<file path="config.mk">
export PLATFORM = sky130hd
export DESIGN_NAME = ir_encoder
export DESIGN_NICKNAME = d
export VERILOG_FILES = /design/src/rtl/ir_pkg.sv /design/src/rtl/ir_interval_timer.sv /design/src/rtl/ir_encoder.sv
export SDC_FILE = /design/constraint.sdc
export NUM_CORES = 1
export LEC_CHECK = 0
export CAP_MARGIN = 20
export CORE_ASPECT_RATIO = 1.25
export CORE_MARGIN = 5
export CORE_UTILIZATION = 55
export DETAILED_ROUTE_END_ITERATION = 12
export DONT_BUFFER_PORTS = 1
export GPL_ROUTABILITY_DRIVEN = 0
export HOLD_SLACK_MARGIN = 0.03
export PLACE_DENSITY_LB_ADDON = 0.25
export SYNTH_ARGS = -nofsm -noshare
export SYNTH_HDL_FRONTEND = slang
export SYNTH_SLANG_ARGS = --single-unit
</file>
<file path="constraint.sdc">
create_clock -name clk_in -period 2.7 [get_ports clk_in]
set_clock_uncertainty 0.15 [all_clocks]
set_input_delay 0.54 -clock clk_in [delete_from_list [all_inputs] [get_ports clk_in]]
set_output_delay 0.54 -clock clk_in [all_outputs]
set_load 0.03 [all_outputs]
</file>
<file path="src/rtl/ir_pkg.sv">
// Shared IR definitions: transmit states and default timing, so encoder and decoder agree.
package ir_pkg;

  localparam int unsigned DEF_SBD            = 240_000;
  localparam int unsigned DEF_BSD            = 60_000;
  localparam int unsigned DEF_BBD0           = 60_000;
  localparam int unsigned DEF_BBD1           = 120_000;
  localparam int unsigned DEF_MARGIN         = 6_000;
  localparam int unsigned DEF_GAP            = 240_000;
  localparam int unsigned DEF_MESSAGE_LENGTH = 32;

  typedef enum logic [2:0] {
    ST_IDLE  = 3'd0,
    ST_SYNC  = 3'd1,
    ST_MARK  = 3'd2,
    ST_SPACE = 3'd3,
    ST_GAP   = 3'd4
  } ir_tx_state_t;

  // Larger of two unsigned values, used to size duration counters.
  function automatic int unsigned max_u(input int unsigned a, input int unsigned b);
    return (a > b) ? a : b;
  endfunction

endpackage

</file>
<file path="src/rtl/ir_interval_timer.sv">
// Down-counting interval timer: load N-1 on entry to a level, expired_c flags its last cycle.
module ir_interval_timer #(
  parameter int unsigned CNT_W = 8
) (
  input  logic             clk_in,
  input  logic             rst_in,
  input  logic             load,
  input  logic [CNT_W-1:0] load_val,
  output logic             expired_c
);

  logic [CNT_W-1:0] count_q;
  logic [CNT_W-1:0] count_d;

  // Next count: load wins, otherwise count down and hold at zero.
  always_comb begin
    count_d = count_q;
    if (load) begin
      count_d = load_val;
    end else if (count_q != '0) begin
      count_d = count_q - CNT_W'(1);
    end
  end

  // Count register.
  always_ff @(posedge clk_in or posedge rst_in) begin
    if (rst_in) begin
      count_q <= '0;
    end else begin
      count_q <= count_d;
    end
  end

  assign expired_c = (count_q == '0);

endmodule

</file>
<file path="src/rtl/ir_encoder.sv">
// IR transmit encoder: serialises a code MSB first as sync / (mark, space)* / gap on an idle-high line.
module ir_encoder
  import ir_pkg::*;
#(
  parameter int unsigned SBD            = DEF_SBD,
  parameter int unsigned BSD            = DEF_BSD,
  parameter int unsigned BBD0           = DEF_BBD0,
  parameter int unsigned BBD1           = DEF_BBD1,
  parameter int unsigned GAP            = DEF_GAP,
  parameter int unsigned MESSAGE_LENGTH = DEF_MESSAGE_LENGTH
) (
  input  logic                      clk_in,
  input  logic                      rst_in,
  input  logic [MESSAGE_LENGTH-1:0] data_in,
  input  logic                      valid_in,
  output logic                      ready_out,
  output logic                      signal_out,
  output logic                      done_out,
  output logic [2:0]                state_out
);

  localparam int unsigned MAX_DUR = max_u(max_u(max_u(SBD, BSD), max_u(BBD0, BBD1)), GAP);
  localparam int unsigned CNT_W   = $clog2(MAX_DUR) + 1;
  localparam int unsigned BIT_W   = $clog2(MESSAGE_LENGTH + 1);

  // Each level lasts N cycles: load N-1 on entry, leave when the timer reads zero.
  localparam logic [CNT_W-1:0] LD_SBD  = CNT_W'(SBD - 1);
  localparam logic [CNT_W-1:0] LD_BSD  = CNT_W'(BSD - 1);
  localparam logic [CNT_W-1:0] LD_BBD0 = CNT_W'(BBD0 - 1);
  localparam logic [CNT_W-1:0] LD_BBD1 = CNT_W'(BBD1 - 1);
  localparam logic [CNT_W-1:0] LD_GAP  = CNT_W'(GAP - 1);
  localparam logic [BIT_W-1:0] LAST_BIT = BIT_W'(MESSAGE_LENGTH - 1);

  // Reject parameter sets that cannot produce a decodable frame.
  if (SBD < 1 || BSD < 1 || BBD0 < 1 || BBD1 < 1 || GAP < 1 ||
      BBD0 == BBD1 || MESSAGE_LENGTH < 2) begin : g_param_err
    $error("ir_encoder: durations must be >= 1, BBD0 != BBD1, MESSAGE_LENGTH >= 2");
  end

  ir_tx_state_t              state_q, state_d;
  logic [MESSAGE_LENGTH-1:0] shift_q, shift_d;
  logic [BIT_W-1:0]          bit_cnt_q, bit_cnt_d;
  logic                      signal_q, signal_d;
  logic                      done_q, done_d;
  logic                      tmr_load;
  logic [CNT_W-1:0]          tmr_val;
  logic                      tmr_expired_c;

  ir_interval_timer #(
    .CNT_W (CNT_W)
  ) u_timer (
    .clk_in    (clk_in),
    .rst_in    (rst_in),
    .load      (tmr_load),
    .load_val  (tmr_val),
    .expired_c (tmr_expired_c)
  );

  // Next-state, datapath and line-level decode.
  always_comb begin
    state_d   = state_q;
    shift_d   = shift_q;
    bit_cnt_d = bit_cnt_q;
    done_d    = 1'b0;
    tmr_load  = 1'b0;
    tmr_val   = '0;

    case (state_q)
      ST_IDLE: begin
        if (valid_in) begin
          state_d   = ST_SYNC;
          shift_d   = data_in;
          bit_cnt_d = '0;
          tmr_load  = 1'b1;
          tmr_val   = LD_SBD;
        end
      end
      ST_SYNC: begin
        if (tmr_expired_c) begin
          state_d  = ST_MARK;
          tmr_load = 1'b1;
          tmr_val  = LD_BSD;
        end
      end
      ST_MARK: begin
        if (tmr_expired_c) begin
          state_d  = ST_SPACE;
          tmr_load = 1'b1;
          tmr_val  = shift_q[MESSAGE_LENGTH-1] ? LD_BBD1 : LD_BBD0;
        end
      end
      ST_SPACE: begin
        if (tmr_expired_c) begin
          shift_d   = {shift_q[MESSAGE_LENGTH-2:0], 1'b0};
          bit_cnt_d = bit_cnt_q + BIT_W'(1);
          tmr_load  = 1'b1;
          if (bit_cnt_q == LAST_BIT) begin
            state_d = ST_GAP;
            tmr_val = LD_GAP;
          end else begin
            state_d = ST_MARK;
            tmr_val = LD_BSD;
          end
        end
      end
      ST_GAP: begin
        if (tmr_expired_c) begin
          state_d = ST_IDLE;
          done_d  = 1'b1;
        end
      end
      default: begin
        state_d = ST_IDLE;
      end
    endcase

    // Line is low only during sync and spaces; registered so it moves with the state.
    signal_d = !((state_d == ST_SYNC) || (state_d == ST_SPACE));
  end

  // State and datapath registers.
  always_ff @(posedge clk_in or posedge rst_in) begin
    if (rst_in) begin
      state_q   <= ST_IDLE;
      shift_q   <= '0;
      bit_cnt_q <= '0;
      signal_q  <= 1'b1;
      done_q    <= 1'b0;
    end else begin
      state_q   <= state_d;
      shift_q   <= shift_d;
      bit_cnt_q <= bit_cnt_d;
      signal_q  <= signal_d;
      done_q    <= done_d;
    end
  end

  assign ready_out  = (state_q == ST_IDLE);
  assign signal_out = signal_q;
  assign done_out   = done_q;
  assign state_out  = 3'(state_q);

endmodule

</file>
==> metrics.log, run 1 <==
INFO  metric status = completed
INFO  metric maxCapViolCount = 0
INFO  metric synth_edf_count = 0
INFO  metric netlist_area_before_placement = 3133 um2
INFO  metric gr-usage-all-layers = 0.1898
INFO  metric route.antenna.remaining_nets = 0
INFO  metric critPathMaxStageDelay = 0.49 ns
INFO  metric grt_antenna_before_repair = 0
INFO  metric fp.dieArea = 7315 um2
INFO  metric design.final.nets = 362
INFO  metric path_class = reg -> reg
INFO  metric critical_path_arrival = 2.59 ns
INFO  metric timing.final.max_slew_violations = 0
INFO  metric slew_headroom = 0.4837
INFO  metric setup_violations = 0
INFO  metric post_dp_cell_area = 3211 um2
INFO  metric clockRootBuffer = clkbuf_8
INFO  metric critical_path_buf_inv_count = 1
INFO  metric layout.filler_cells = 451
INFO  metric io-pin-count = 41
INFO  metric synth-warning-count = 0
INFO  metric route.detailed.vias_per_inst = 5.805
INFO  metric power_after_layout = 1867 uW
INFO  metric initial_core_util = 0.5717
INFO  metric max_clock_freq = 404.3 MHz
INFO  metric totalWireLength = 6413 um
INFO  metric worstSetupEndpointType = flop
INFO  metric detail_route.first_pass.iterations = 4
INFO  metric cts_post_setup_buffers_inserted = 0
INFO  metric vias_in_the_first_global_route = 2328
INFO  metric die_h = 94.39 um
INFO  metric pin_count_of_the_biggest_net_entering_global_routing = 66
INFO  metric num_vias = 2287
INFO  metric grt_setup_unrepaired = false
INFO  metric mappedNetlistNets = 356
INFO  metric crit_path_top_delay_cell = or2_1
INFO  metric dr.max_layer_used = met4
INFO  metric first_pass_grt_wire_length = 11010 um
INFO  metric layout_worst_path_cycle_share = 0.9161
INFO  metric clockBufferDepth = 2
INFO  metric grt_overflow = 0
INFO  metric tritoncts_num_sinks = 62
INFO  metric combined_flip_flop_and_latch_cell_area = 1553 um2
INFO  metric placement.io_buffers = 0
INFO  metric worstPathRequired = 2.82 ns
INFO  metric number_of_instances_in_the_synthesized_netlist = 319
INFO  metric fin_util = 0.6267
INFO  metric cts_tree = yes
INFO  metric drive_above_1_share = 0.1152
INFO  metric worst_ir_drop_vdd = 0.3324 mV
INFO  metric cts_inserted_buffers = 9
INFO  metric area.growth.synth_to_final = 9.624%
INFO  metric met2WireLength = 3343 um
INFO  metric final.min_clock_period = 2.473 ns
INFO  metric synth.yosys.seq_area_share = 0.4956
INFO  metric cp_max_fo = 15
INFO  metric power.density = 543.7 nW/um2
INFO  metric clock_insertion_delay_at_the_later_pin_of_the_skew_report = 0.34 ns
INFO  metric met3WireLength = 267 um
INFO  metric rows = 30
INFO  metric fin_setup_tns = 0 ns
INFO  metric critPathTopFamily = simple AND/OR/NAND/NOR gates
INFO  metric asyncSetResetFlopFracSynth = 1.000
INFO  metric timing.hold.worst.class = in -> reg
INFO  metric synth.distinct_cells = 46
INFO  metric most_common_cell_after_layout_fill_and_taps_aside = dfrtp_1
INFO  metric layout_common_cells = dfrtp_1, nand2_1, o21ai_0, mux2i_1, nor2_1
INFO  metric synth_seq_cells = 62
INFO  metric detail_route.wl_per_cell = 16.28 um
INFO  metric timing.critical_path.cells = inv_1 > ha_1 > nor3b_2 > nand4_1 > or2_1 > a22o_1 > a21oi_1
INFO  metric cts.clk_slew.worst_paths = 0.07 ns
INFO  metric drcViolationCount = 0
INFO  metric cellLeakagePower = 0.001537 uW
INFO  metric hpwlAfterDp = 4615 um
INFO  metric placeableCoreArea = 5480 um2
INFO  metric worst_slew_pin_slew = 0.7745 ns
INFO  metric drt-met1-wl = 2693 um
INFO  metric most_used_dff_post_synth = dfrtp_1
INFO  metric synth.avg_cell_area = 9.821 um2
INFO  metric timing.final.hold_violations = 0
INFO  metric layout.cell_area.non_filler = 3435 um2
INFO  metric num_antenna_cells = 0
INFO  metric die_width = 77.51 um
INFO  metric multiInputGateArea = 1473 um2
INFO  metric ctsHtreeMaxLevel = 3
INFO  metric crit_path_start_kind = flop
INFO  metric drt_first_iter_violations = 82
where the power goes:
| part | switching (uW) | internal, uW | leakage (uW) |
|---|---|---|---|
| Clock | 365 | 518 | 0.000106 |
| Sequential | 5.41 | 938 | 0.000737 |
| Combinational | 27.2 | 14.6 | 0.000694 |
path summary, 6_finish.rpt:
path | startpoint | to | slack [ns] | depth (start not counted)
worst max-delay path | u_timer.count_q[0] | u_timer.count_q[11] | 0.23 | 7
worst min-delay path | data_in[0] | shift_q[0] | 0.17 | 2
worst max register to register | u_timer.count_q[0] | u_timer.count_q[11] | 0.23 | 7
worst min register to register | shift_q[29] | shift_q[29] | 0.33 | 2
max in group asynchronous | rst_in | signal_out | 1.10 | 3
min in group asynchronous | rst_in | shift_q[7] | 0.58 | 2
through the flow:
stage                     setup WS, ns  hold slack [ns]  std cells
after detailed placement        0.2449           0.3209        377
after CTS                       0.2300           0.1597        394
after global routing           0.02793           0.1621        394
final                           0.2265           0.1749        394
after global placement          0.2916           0.3120        377
after floorplan                 0.4703           0.2982        319
repair_timing:
item                                    in CTS  in global routing
hold buffers                                 1                  0
hold endpoints to repair                    27                  0
endpoints found under the setup margin       0                  0
gates resized for setup                      0                  0
kinds of logic after synthesis:
kind of cell / synth area share
xor gates and xnor gates: 0.05312
muxes: 0.09904
AOI/OAI and AO/OA: 0.1250
and+or+nand+nor: 0.1845
buffers and inverters: 0.03474
adders and majority gates: 0.007986
DFF: 0.4956
layer usage:
layer,up-vias,GRT usage
met5,-,0
met4,0,0.09456
met3,10,0.04389
met2,47,0.3230
met1,1102,0.2248
li1,1128,-
cell usage after synthesis, types with 3 or more instances:
| cell | number | share of area |
|---|---|---|
| inv_1 | 4 | 0.0048 |
| nand2_1 | 47 | 0.056 |
| buf_2 | 9 | 0.014 |
| nor3_1 | 12 | 0.019 |
| and3_1 | 3 | 0.0060 |
| or3_1 | 3 | 0.0060 |
| nand3_1 | 6 | 0.0096 |
| a21oi_1 | 3 | 0.0048 |
| nand4_1 | 3 | 0.0060 |
| dfrtp_1 | 61 | 0.49 |
| o21ai_0 | 43 | 0.069 |
| nor4_1 | 4 | 0.0080 |
| xor2_1 | 6 | 0.017 |
| o31a_1 | 3 | 0.0084 |
| clkbuf_1 | 5 | 0.0060 |
| o21ai_1 | 4 | 0.0064 |
| mux2i_1 | 31 | 0.099 |
| nor2_1 | 22 | 0.026 |
| a31oi_1 | 4 | 0.0080 |
| xnor2_1 | 13 | 0.036 |
final cells by class:
cell class                 count  area share
clock buffer                  10     0.03716
clock inverter                 6     0.02514
inverter                       4    0.004372
multi-input combinational    235      0.4288
sequential                    62      0.4521
tap                           64     0.02332
timing repair buffer          13     0.02914
flip-flops by register name, indices dropped and copies added (netlist names):
signal           cells
bit_cnt_q            6
done_out             1
shift_q             32
u_timer.count_q     19
signal_out           1
state_out            3
Note: power is estimated with default switching activity, not from simulation.
==> run 2: changes to the inputs <==
- CTS_CLUSTER_SIZE: not set -> 10
- GPL_ROUTABILITY_DRIVEN: 0 -> not set
==> results of run 2 <==
Final layout, timing and power as in run 1 (identical DEF).
==> run 3: changes to the inputs <==
- ABC_CLOCK_PERIOD_IN_PS: not set -> 2700
- TNS_END_PERCENT: not set -> 50
==> results of run 3 <==
Final layout, timing and power as in run 1 (identical DEF).
